$ cat src/rtl/matmul_pkg.sv
// Shared widths, FSM state encoding and operand payload for the matmul dot-product lanes.
package matmul_pkg;

  localparam int unsigned OP_W   = 16;
  localparam int unsigned PROD_W = 32;

  typedef enum logic [1:0] {
    IDLE  = 2'd0,
    ISSUE = 2'd1,
    WAIT  = 2'd2,
    HOLD  = 2'd3
  } state_t;

  typedef struct packed {
    logic signed [OP_W-1:0] a;
    logic signed [OP_W-1:0] b;
  } op_pair_t;

endpackage

$ cat src/rtl/operand_fifo.sv
// Parameterised synchronous FIFO with registered full/empty/count; head is read combinationally.
module operand_fifo #(
  parameter int unsigned W     = 32,
  parameter int unsigned DEPTH = 4
) (
  input  logic                     clk,
  input  logic                     rst,
  input  logic                     push,
  input  logic [W-1:0]             wdata,
  input  logic                     pop,
  output logic [W-1:0]             rdata_c,
  output logic                     full,
  output logic                     empty,
  output logic [$clog2(DEPTH):0]   count
);

  localparam int unsigned AW = $clog2(DEPTH);
  localparam int unsigned CW = AW + 1;

  logic [W-1:0]  mem [DEPTH];
  logic [AW-1:0] wr_ptr;
  logic [AW-1:0] rd_ptr;
  logic          do_push;
  logic          do_pop;
  logic [CW-1:0] count_n;

  // Pushes while full and pops while empty are dropped here as well as upstream.
  always_comb begin
    do_push = push && !full;
    do_pop  = pop && !empty;
    count_n = count + CW'(do_push) - CW'(do_pop);
  end

  assign rdata_c = mem[rd_ptr];

  always_ff @(posedge clk) begin
    if (rst) begin
      wr_ptr <= '0;
      rd_ptr <= '0;
      count  <= '0;
      full   <= 1'b0;
      empty  <= 1'b1;
    end else begin
      if (do_push) wr_ptr <= wr_ptr + AW'(1);
      if (do_pop)  rd_ptr <= rd_ptr + AW'(1);
      count <= count_n;
      full  <= (count_n == CW'(DEPTH));
      empty <= (count_n == '0);
    end
  end

  always_ff @(posedge clk) begin
    if (do_push) mem[wr_ptr] <= wdata;
  end

endmodule

$ cat src/rtl/matmul_dot_issuer.sv
// Issues buffered operand pairs to a multiplier over stb/ack and accumulates LEN products per dot.
// Optional DOTP_SATURATE_EN clamps the accumulator and flags saturation in dot_sat.
module matmul_dot_issuer
  import matmul_pkg::*;
#(
  parameter int unsigned LEN     = 4,
  parameter int unsigned DEPTH   = 4,
  parameter int unsigned ACC_W   = 40,
  parameter int unsigned TIMEOUT = 15
) (
  input  logic                    clk,
  input  logic                    rst,
  input  logic signed [OP_W-1:0]  in_a,
  input  logic signed [OP_W-1:0]  in_b,
  input  logic                    in_valid,
  output logic                    in_ready,
  output logic signed [OP_W-1:0]  num1,
  output logic signed [OP_W-1:0]  num2,
  output logic                    num1_stb,
  output logic                    num2_stb,
  input  logic                    num1_ack,
  input  logic                    num2_ack,
  input  logic                    result_ack,
  input  logic signed [PROD_W-1:0] result,
  output logic signed [ACC_W-1:0] dot,
  output logic                    dot_valid,
  input  logic                    dot_ready,
  output logic                    dot_sat,
  output logic                    err_timeout,
  output logic                    busy
);

  localparam int unsigned CNT_W = (LEN > 1) ? $clog2(LEN) : 1;
  localparam int unsigned TO_W  = $clog2(TIMEOUT + 1);
  localparam int unsigned FC_W  = $clog2(DEPTH) + 1;

`ifdef DOTP_SATURATE_EN
  localparam logic signed [ACC_W-1:0] ACC_MAX = {1'b0, {(ACC_W-1){1'b1}}};
  localparam logic signed [ACC_W-1:0] ACC_MIN = {1'b1, {(ACC_W-1){1'b0}}};
`endif

  state_t                  state_q, state_n;
  logic signed [ACC_W-1:0] acc_q, acc_n;
  logic [CNT_W-1:0]        cnt_q, cnt_n;
  logic [TO_W-1:0]         tcnt_q, tcnt_n;
  logic                    sat_q, sat_n;

  logic signed [OP_W-1:0]  num1_n, num2_n;
  logic signed [ACC_W-1:0] dot_n;
  logic                    dot_valid_n, dot_sat_n, err_n, stb_n, busy_n, in_ready_n;

  logic signed [ACC_W-1:0] ext, sum, acc_add;
  logic                    ovf, sat_add, accept;

  op_pair_t                wr_pair, head;
  logic                    push, pop;
  logic                    fifo_full, fifo_empty;
  logic [FC_W-1:0]         fifo_cnt, fifo_cnt_n;

  assign wr_pair = '{a: in_a, b: in_b};
  assign push    = in_valid && in_ready && !fifo_full;

  operand_fifo #(
    .W     (2 * OP_W),
    .DEPTH (DEPTH)
  ) u_fifo (
    .clk     (clk),
    .rst     (rst),
    .push    (push),
    .wdata   (wr_pair),
    .pop     (pop),
    .rdata_c (head),
    .full    (fifo_full),
    .empty   (fifo_empty),
    .count   (fifo_cnt)
  );

  // Next-state, accumulator and registered-output computation.
  always_comb begin
    state_n     = state_q;
    acc_n       = acc_q;
    cnt_n       = cnt_q;
    tcnt_n      = tcnt_q;
    sat_n       = sat_q;
    num1_n      = num1;
    num2_n      = num2;
    dot_n       = dot;
    dot_valid_n = dot_valid;
    dot_sat_n   = dot_sat;
    err_n       = 1'b0;
    pop         = 1'b0;

    ext     = ACC_W'(result);
    sum     = acc_q + ext;
    ovf     = 1'b0;
    acc_add = sum;
`ifdef DOTP_SATURATE_EN
    ovf = (acc_q[ACC_W-1] == ext[ACC_W-1]) && (sum[ACC_W-1] != acc_q[ACC_W-1]);
    if (ovf) acc_add = acc_q[ACC_W-1] ? ACC_MIN : ACC_MAX;
`endif
    sat_add = sat_q || ovf;
    accept  = num1_ack && num2_ack && result_ack;

    case (state_q)
      IDLE: begin
        if (!fifo_empty && !dot_valid) begin
          pop     = 1'b1;
          num1_n  = head.a;
          num2_n  = head.b;
          state_n = ISSUE;
        end
      end
      ISSUE: begin
        tcnt_n  = '0;
        state_n = WAIT;
      end
      WAIT: begin
        if (accept) begin
          if (cnt_q == CNT_W'(LEN - 1)) begin
            dot_n       = acc_add;
            dot_valid_n = 1'b1;
            dot_sat_n   = sat_add;
            acc_n       = '0;
            cnt_n       = '0;
            sat_n       = 1'b0;
            state_n     = HOLD;
          end else begin
            acc_n   = acc_add;
            sat_n   = sat_add;
            cnt_n   = cnt_q + CNT_W'(1);
            state_n = IDLE;
          end
        end else if (tcnt_q == TO_W'(TIMEOUT - 1)) begin
          // Abandon the partial dot; remaining queued pairs start a fresh one.
          err_n   = 1'b1;
          acc_n   = '0;
          cnt_n   = '0;
          sat_n   = 1'b0;
          state_n = IDLE;
        end else begin
          tcnt_n = tcnt_q + TO_W'(1);
        end
      end
      HOLD: begin
        if (dot_ready) begin
          dot_valid_n = 1'b0;
          dot_sat_n   = 1'b0;
          state_n     = IDLE;
        end
      end
      default: state_n = IDLE;
    endcase

    stb_n      = (state_n == ISSUE);
    fifo_cnt_n = fifo_cnt + FC_W'(push) - FC_W'(pop);
    in_ready_n = (fifo_cnt_n != FC_W'(DEPTH));
    busy_n     = (state_n != IDLE) || (fifo_cnt_n != '0);
  end

  always_ff @(posedge clk) begin
    if (rst) begin
      state_q     <= IDLE;
      acc_q       <= '0;
      cnt_q       <= '0;
      tcnt_q      <= '0;
      sat_q       <= 1'b0;
      num1        <= '0;
      num2        <= '0;
      num1_stb    <= 1'b0;
      num2_stb    <= 1'b0;
      dot         <= '0;
      dot_valid   <= 1'b0;
      dot_sat     <= 1'b0;
      err_timeout <= 1'b0;
      busy        <= 1'b0;
      in_ready    <= 1'b0;
    end else begin
      state_q     <= state_n;
      acc_q       <= acc_n;
      cnt_q       <= cnt_n;
      tcnt_q      <= tcnt_n;
      sat_q       <= sat_n;
      num1        <= num1_n;
      num2        <= num2_n;
      num1_stb    <= stb_n;
      num2_stb    <= stb_n;
      dot         <= dot_n;
      dot_valid   <= dot_valid_n;
      dot_sat     <= dot_sat_n;
      err_timeout <= err_n;
      busy        <= busy_n;
      in_ready    <= in_ready_n;
    end
  end

endmodule

$ cat config.mk
export PLATFORM = sky130hd
export DESIGN_NAME = matmul_dot_issuer
export DESIGN_NICKNAME = d
export VERILOG_FILES = /design/src/rtl/matmul_pkg.sv /design/src/rtl/operand_fifo.sv /design/src/rtl/matmul_dot_issuer.sv
export SDC_FILE = /design/constraint.sdc
export NUM_CORES = 1
export LEC_CHECK = 0
export ABC_AREA = 1
export ABC_CLOCK_PERIOD_IN_PS = 2600
export CAP_MARGIN = 20
export CORE_MARGIN = 10
export CORE_UTILIZATION = 43
export DETAILED_ROUTE_END_ITERATION = 7
export GPL_TIMING_DRIVEN = 0
export PLACE_DENSITY_LB_ADDON = 0.05
export SLEW_MARGIN = 30
export SYNTH_ARGS = -nofsm -noshare
export SYNTH_HDL_FRONTEND = slang
export SYNTH_SLANG_ARGS = --single-unit
$ cat constraint.sdc
create_clock -name clk -period 2.6 [get_ports clk]
set_clock_uncertainty 0.1 [all_clocks]
set_input_delay 0.39 -clock clk [delete_from_list [all_inputs] [get_ports clk]]
set_output_delay 0.39 -clock clk [all_outputs]
set_load 0.01 [all_outputs]
# Word-level counts from Yosys, hierarchy flattened
# Memory sizes are Yosys's and may differ from the RTL's. A register that Yosys moved wholly into a read port is not among the register bits.
# Cells that the tools add are included.
[word_totals]
regBits = 104
ramBits = 128
wordCells = 97
memories = 1
[mem_list]
columns = ["memory", "words", "word_bits", "read_ports", "rd_clocked_by_memory_dff", "write_ports", "line", "rtl"]
rows = [
  ["u_fifo.mem", 4, 32, 1, 1, 1, "operand_fifo.sv:20", "logic [W-1:0] mem [DEPTH];"],
]
[classes]
addsub = 9
eq_ne = 14
mux = 30
bitwise_logic = 1
n_reduce_logical = 25
[ops]
columns = ["op", "count"]
rows = [
  ["40-bit two-way mux", 3],
  ["40-bit by 32-bit adder with 40-bit output", 1],
  ["2-bit two-way mux", 8],
  ["1-bit two-way mux", 13],
  ["2-bit inequality test, second input constant", 5],
  ["3-bit AND reduction", 3],
  ["4-bit two-way mux", 2],
  ["2-bit one-hot mux with 4 select lines", 1],
  ["4-bit one-hot mux with 2 select lines", 1],
  ["2-bit nonzero test", 4],
  ["1-bit logical AND", 7],
  ["2-bit by 1-bit adder with 2-bit output, second input constant", 3],
  ["3-bit by 1-bit adder with 3-bit output", 2],
  ["2-bit equality test, second input constant", 3],
  ["3-bit by 1-bit subtractor with 3-bit output", 2],
  ["4-bit by 1-bit adder with 4-bit output, second input constant", 1],
  ["2-bit by 1-bit equality test with 1-bit output, second input constant", 2],
  ["4-bit equality test, second input constant", 1],
  ["1-bit one-hot mux with 2 select lines", 2],
  ["2-bit AND reduction", 2],
  ["4-bit AND reduction", 1],
  ["3-bit equality test, second input constant", 1],
  ["1-bit logical NOT", 3],
  ["3-bit logical NOT", 1],
  ["7 further kinds", 7],
]

# Depth between registers and ports, before layout
[logic_depth]
word_depth = 7
mapped_depth = 17
depth_no_buf = 17

# Cells and area by module
# From an unflattened synthesis, not the netlist that was laid out.
[hier_totals]
cells_unflattened = 1610
hier_area_um2 = 12919.9
[modules_own_cells]
columns = ["mod", "instances", "cells_each", "area_each_um2", "seq_area_each_um2"]
rows = [
  ["matmul_dot_issuer", 1, 1231, 7617.3, 2502.4],
  ["operand_fifo", 1, 379, 5302.6, 4063.9],
]

# Worst setup path after synthesis
# No wires, ideal clock.
[synth_timing]
path_kind = "in2reg"
startpoint = "input port in_valid"
endpoint = "memory u_fifo.mem[0][0] (enable)"
setup_time_ns = 0.421
arrival_time_ns = 2.109
setup_slack_ns = -0.030
cell_stages = 4
n_path_buf = 0
cell_sequence = "nand2_1 -> nor2_1 -> inv_1 -> nor2_1"
[synth_via]
elab_chain_cells = 5
[synth_lines]
columns = ["element", "line", "rtl"]
rows = [
  ["start, declared", "matmul_dot_issuer.sv:15", "input logic in_valid,"],
  ["1-bit logical AND (2 in a row)", "matmul_dot_issuer.sv:61", "assign push = in_valid && in_ready && !fifo_full;"],
  ["1-bit logical AND", "operand_fifo.sv:29", "do_push = push && !full;"],
  ["via u_fifo.do_push", "operand_fifo.sv:23", "logic do_push;"],
  ["1-bit two-way mux", "operand_fifo.sv:53", "if (do_push) mem[wr_ptr] <= wdata;"],
  ["1-bit two-way mux (not written as such)", "operand_fifo.sv:53", ""],
  ["end, declared", "operand_fifo.sv:20", ""],
]
# The timed path passes the listed nets, and every way through them passes these cells.

# Worst setup path after layout
[layout_timing]
startpoint = "register dot_valid"
endpoint = "register busy"
[layout_via]
elab_chain_cells = 7
word_cells_on_any_way = 10
classes_between = "add/sub: 1; mux: 4; reduce/logical: 5"
[layout_lines]
columns = ["element", "line", "rtl"]
rows = [
  ["start, declared", "matmul_dot_issuer.sv:26", "output logic dot_valid,"],
  ["start signal, assigned", "matmul_dot_issuer.sv:188", "dot_valid <= dot_valid_n;"],
  ["1-bit logical NOT", "matmul_dot_issuer.sv:106", "if (!fifo_empty && !dot_valid) begin"],
  ["1-bit logical AND", "matmul_dot_issuer.sv:106", ""],
  ["1-bit two-way mux", "matmul_dot_issuer.sv:106", ""],
  ["1-bit two-way mux", "matmul_dot_issuer.sv:104", "case (state_q)"],
  ["via pop", "matmul_dot_issuer.sv:56", "logic push, pop;"],
  ["3-bit by 1-bit subtractor with 3-bit output", "matmul_dot_issuer.sv:155", "fifo_cnt_n = fifo_cnt + FC_W'(push) - FC_W'(pop);"],
  ["3-bit nonzero test", "matmul_dot_issuer.sv:157", "busy_n = (state_n != IDLE) || (fifo_cnt_n != '0);"],
  ["1-bit logical OR", "matmul_dot_issuer.sv:157", ""],
  ["end signal, assigned", "matmul_dot_issuer.sv:191", "busy <= busy_n;"],
  ["end, declared", "matmul_dot_issuer.sv:30", "output logic busy"],
]
# The timed path passes the listed nets, and every way through them passes these cells.
# A chain may end at the register's enable or synchronous reset.

==> impl_metrics.json <==
{
  "synthArstFlopShare": 0,
  "syn_area_um2": 12900,
  "worst_pin_slew_ns": 0.729,
  "insertion_delay_ns": 0.58,
  "synthMostInstantiatedCell": "nand2_1",
  "min_period_ns": 2.43,
  "cpPeakStageDelay_ns": 0.37,
  "final_net_count": 1955,
  "cts_htree_levels": 1,
  "cap_violations": 0,
  "cts_tree": "yes",
  "drive_gt1_frac": 0.0534,
  "synth.distinct_cells": 37,
  "setup-violations-final": 0,
  "drc": 0,
  "cp-start-kind": "flop",
  "cp.required_ns": 2.93,
  "first_global_vias": 10875,
  "vdd_drop_max_mv": 0.625,
  "p_per_area_nw_per_um2": 813,
  "via_per_inst": 4.85,
  "hold_buffers": 0,
  "antenna_found_initial": 1,
  "layout.cells.non_filler": 2245,
  "nFillCells": 2882,
  "fin_crit_sh": 0.936,
  "synth_top_area_share": 0.298,
  "syn_inst": 1644,
  "outcome": "complete, no violations",
  "slew_headroom": 0.514,
  "row_count": 63,
  "dpl.cell_count": 2189,
  "syn_nets": 1768,
  "clock.fmax_mhz": 411,
  "synth_flop_cell": "dfxtp_1",
  "hold_class": "in -> reg",
  "slowest_stage": "fa_1",
  "die-height_um": 193,
  "num_io_pins": 150,
  "grt_overflow": 0,
  "synth.yosys.seq_area_share": 0.506,
  "ant_nets": 0,
  "avgSynthCellArea_um2": 7.85,
  "critPathArrivalTime_ns": 2.76,
  "slew_violations": 0,
  "drt-met1-wl_um": 15500,
  "dr.first_iter.drc_count": 455,
  "dr_wl_met3_um": 1810,
  "rsz0062_at_grt": "no",
  "port-buffer-count": 148,
  "vias": 10897,
  "ys_warn_count": 0,
  "routed_wirelength_um": 36600,
  "area_growth_pct": 25.7,
  "finalHoldViolCount": 0,
  "synthTopCellsByArea": "edfxtp_1 30%, dfxtp_1 21%, nand2_1 11%, nor2_1 8.6%, inv_1 6.7%",
  "fin_hold_ws_ns": 0.342,
  "synth-edff-count": 128,
  "synth_common_cells": "371 x nand2_1, 294 x nor2_1, 231 x inv_1",
  "dieWidth_um": 193,
  "end_kind": "flop",
  "clkSinkCount": 262,
  "dr.pass1.iters": 5,
  "path_cells": "nor4_4 -> buf_6 -> ha_1 -> inv_1 -> ha_1 -> inv_1 -> fa_1 -> xnor2_1 -> nand2_1 -> nor2_1 -> a21oi_1",
  "crit_family": "adder cells",
  "p_leak_nw": 7.28,
  "path_clk_slew_ns": 0.06,
  "initial_core_util": 0.435,
  "dp_hpwl_um": 27700,
  "clockBufferDepth": 3,
  "wl_met2_um": 18300,
  "dr.max_layer_used": "met4",
  "cts-root-buf": "clkbuf_16",
  "cts-buffers-inserted": 29,
  "synth.largest_area_cell": "edfxtp_1",
  "core_um2": 29600,
  "dieArea_um2": 37300,
  "path_max_fanout": 10,
  "place_congestion": 0.928,
  "crit_buf_inv": 3,
  "wl_per_cell_um": 16.3,
  "grt_max_degree": 19,
  "grt_usage": 0.190,
  "grt_pass1_wl_um": 58400,
  "synth_seq_cells": 262,
  "path_class": "reg -> reg"
}
[path summary, 6_finish.rpt]
path	cells after the start	from	slack, ns	to
worst min-delay path	2	dot_ready	0.34	dot_valid
worst max register to register	11	dot_valid	0.17	busy
worst max-delay path	11	dot_valid	0.17	busy
worst min register to register	2	acc_q[33]	0.37	acc_q[33]
[power by group]
part / leakage, nW / internal (mW) / switching [mW]
Combinational: 4.51 / 1.37 / 2.06
Sequential: 2.25 / 4.83 / 0.243
Clock: 0.526 / 2.93 / 1.74
[registers in the layout, summed over array words and instances (netlist names)]
register / flops
dot_valid: 1
in_ready: 1
state_q: 2
num2: 16
u_fifo.full: 1
u_fifo.wr_ptr: 2
acc_q: 40
num2_stb: 1
u_fifo.rd_ptr: 2
u_fifo.count: 3
cnt_q: 2
num1: 16
busy: 1
u_fifo.mem: 128
u_fifo.empty: 1
tcnt_q: 4
dot: 40
err_timeout: 1
[cell families after synthesis]
logic type | after synthesis | share of synthesized area
compound gates | 266 | 0.108
flops | 262 | 0.506
xor+xnor | 22 | 0.0149
fa+ha+maj | 53 | 0.0531
buf+inv | 292 | 0.0884
other cells | 1 | 0.000291
simple gates | 748 | 0.229
[layer usage]
metal,vias up,global-route usage
met5,-,0
met4,0,0.0538
met3,54,0.0349
met2,213,0.346
met1,4973,0.223
li1,5657,-
[layout make-up]
class,count,area (µm²),area share
antenna,1,2.50,0.000154
sequential,262,6530,0.402
timing repair buffer,156,1670,0.103
clock buffer,35,778,0.0480
clock inverter,19,318,0.0196
tap,390,488,0.0301
buffer,58,269,0.0166
inverter,234,878,0.0542
multi-input combinational,1090,5290,0.326
[placed cells by master (no fill, tap or decap), types with 35 or more instances in the layout]
cell	n
a21oi_1	83
clkbuf_1	35
o21ai_0	137
dfxtp_1	134
edfxtp_1	128
nand3_1	55
clkdlybuf4s50_1	148
nor2_1	289
nand2_1	370
inv_1	230
ha_1	49
[metrics by stage]
step | TNS [ns] | cell area (µm²) | setup WS, ns | utilization | power (mW)
3_5_place_dp | -15.42 | 15100 | -0.595 | 0.509 | 8.63
6_report | 0 | 16200 | 0.167 | 0.547 | 13.2
2_1_floorplan | -3.78 | 12900 | -0.0296 | - | 7.08
3_3_place_gp | -240.42 | 14900 | -1.82 | 0.502 | 8.50
5_1_grt | 0 | 16200 | 0.0126 | 0.547 | 13.9
4_1_cts | 0 | 16200 | 0.000510 | 0.546 | 13.4
[repair_timing]
| item | CTS | global route |
|---|---|---|
| setup endpoints to repair | 2 | 13 |
| setup buffers | 1 | 0 |
| pin swaps | 1 | 0 |
| gates resized for setup | 0 | 10 |
Note: power is estimated with default switching activity, not from simulation.
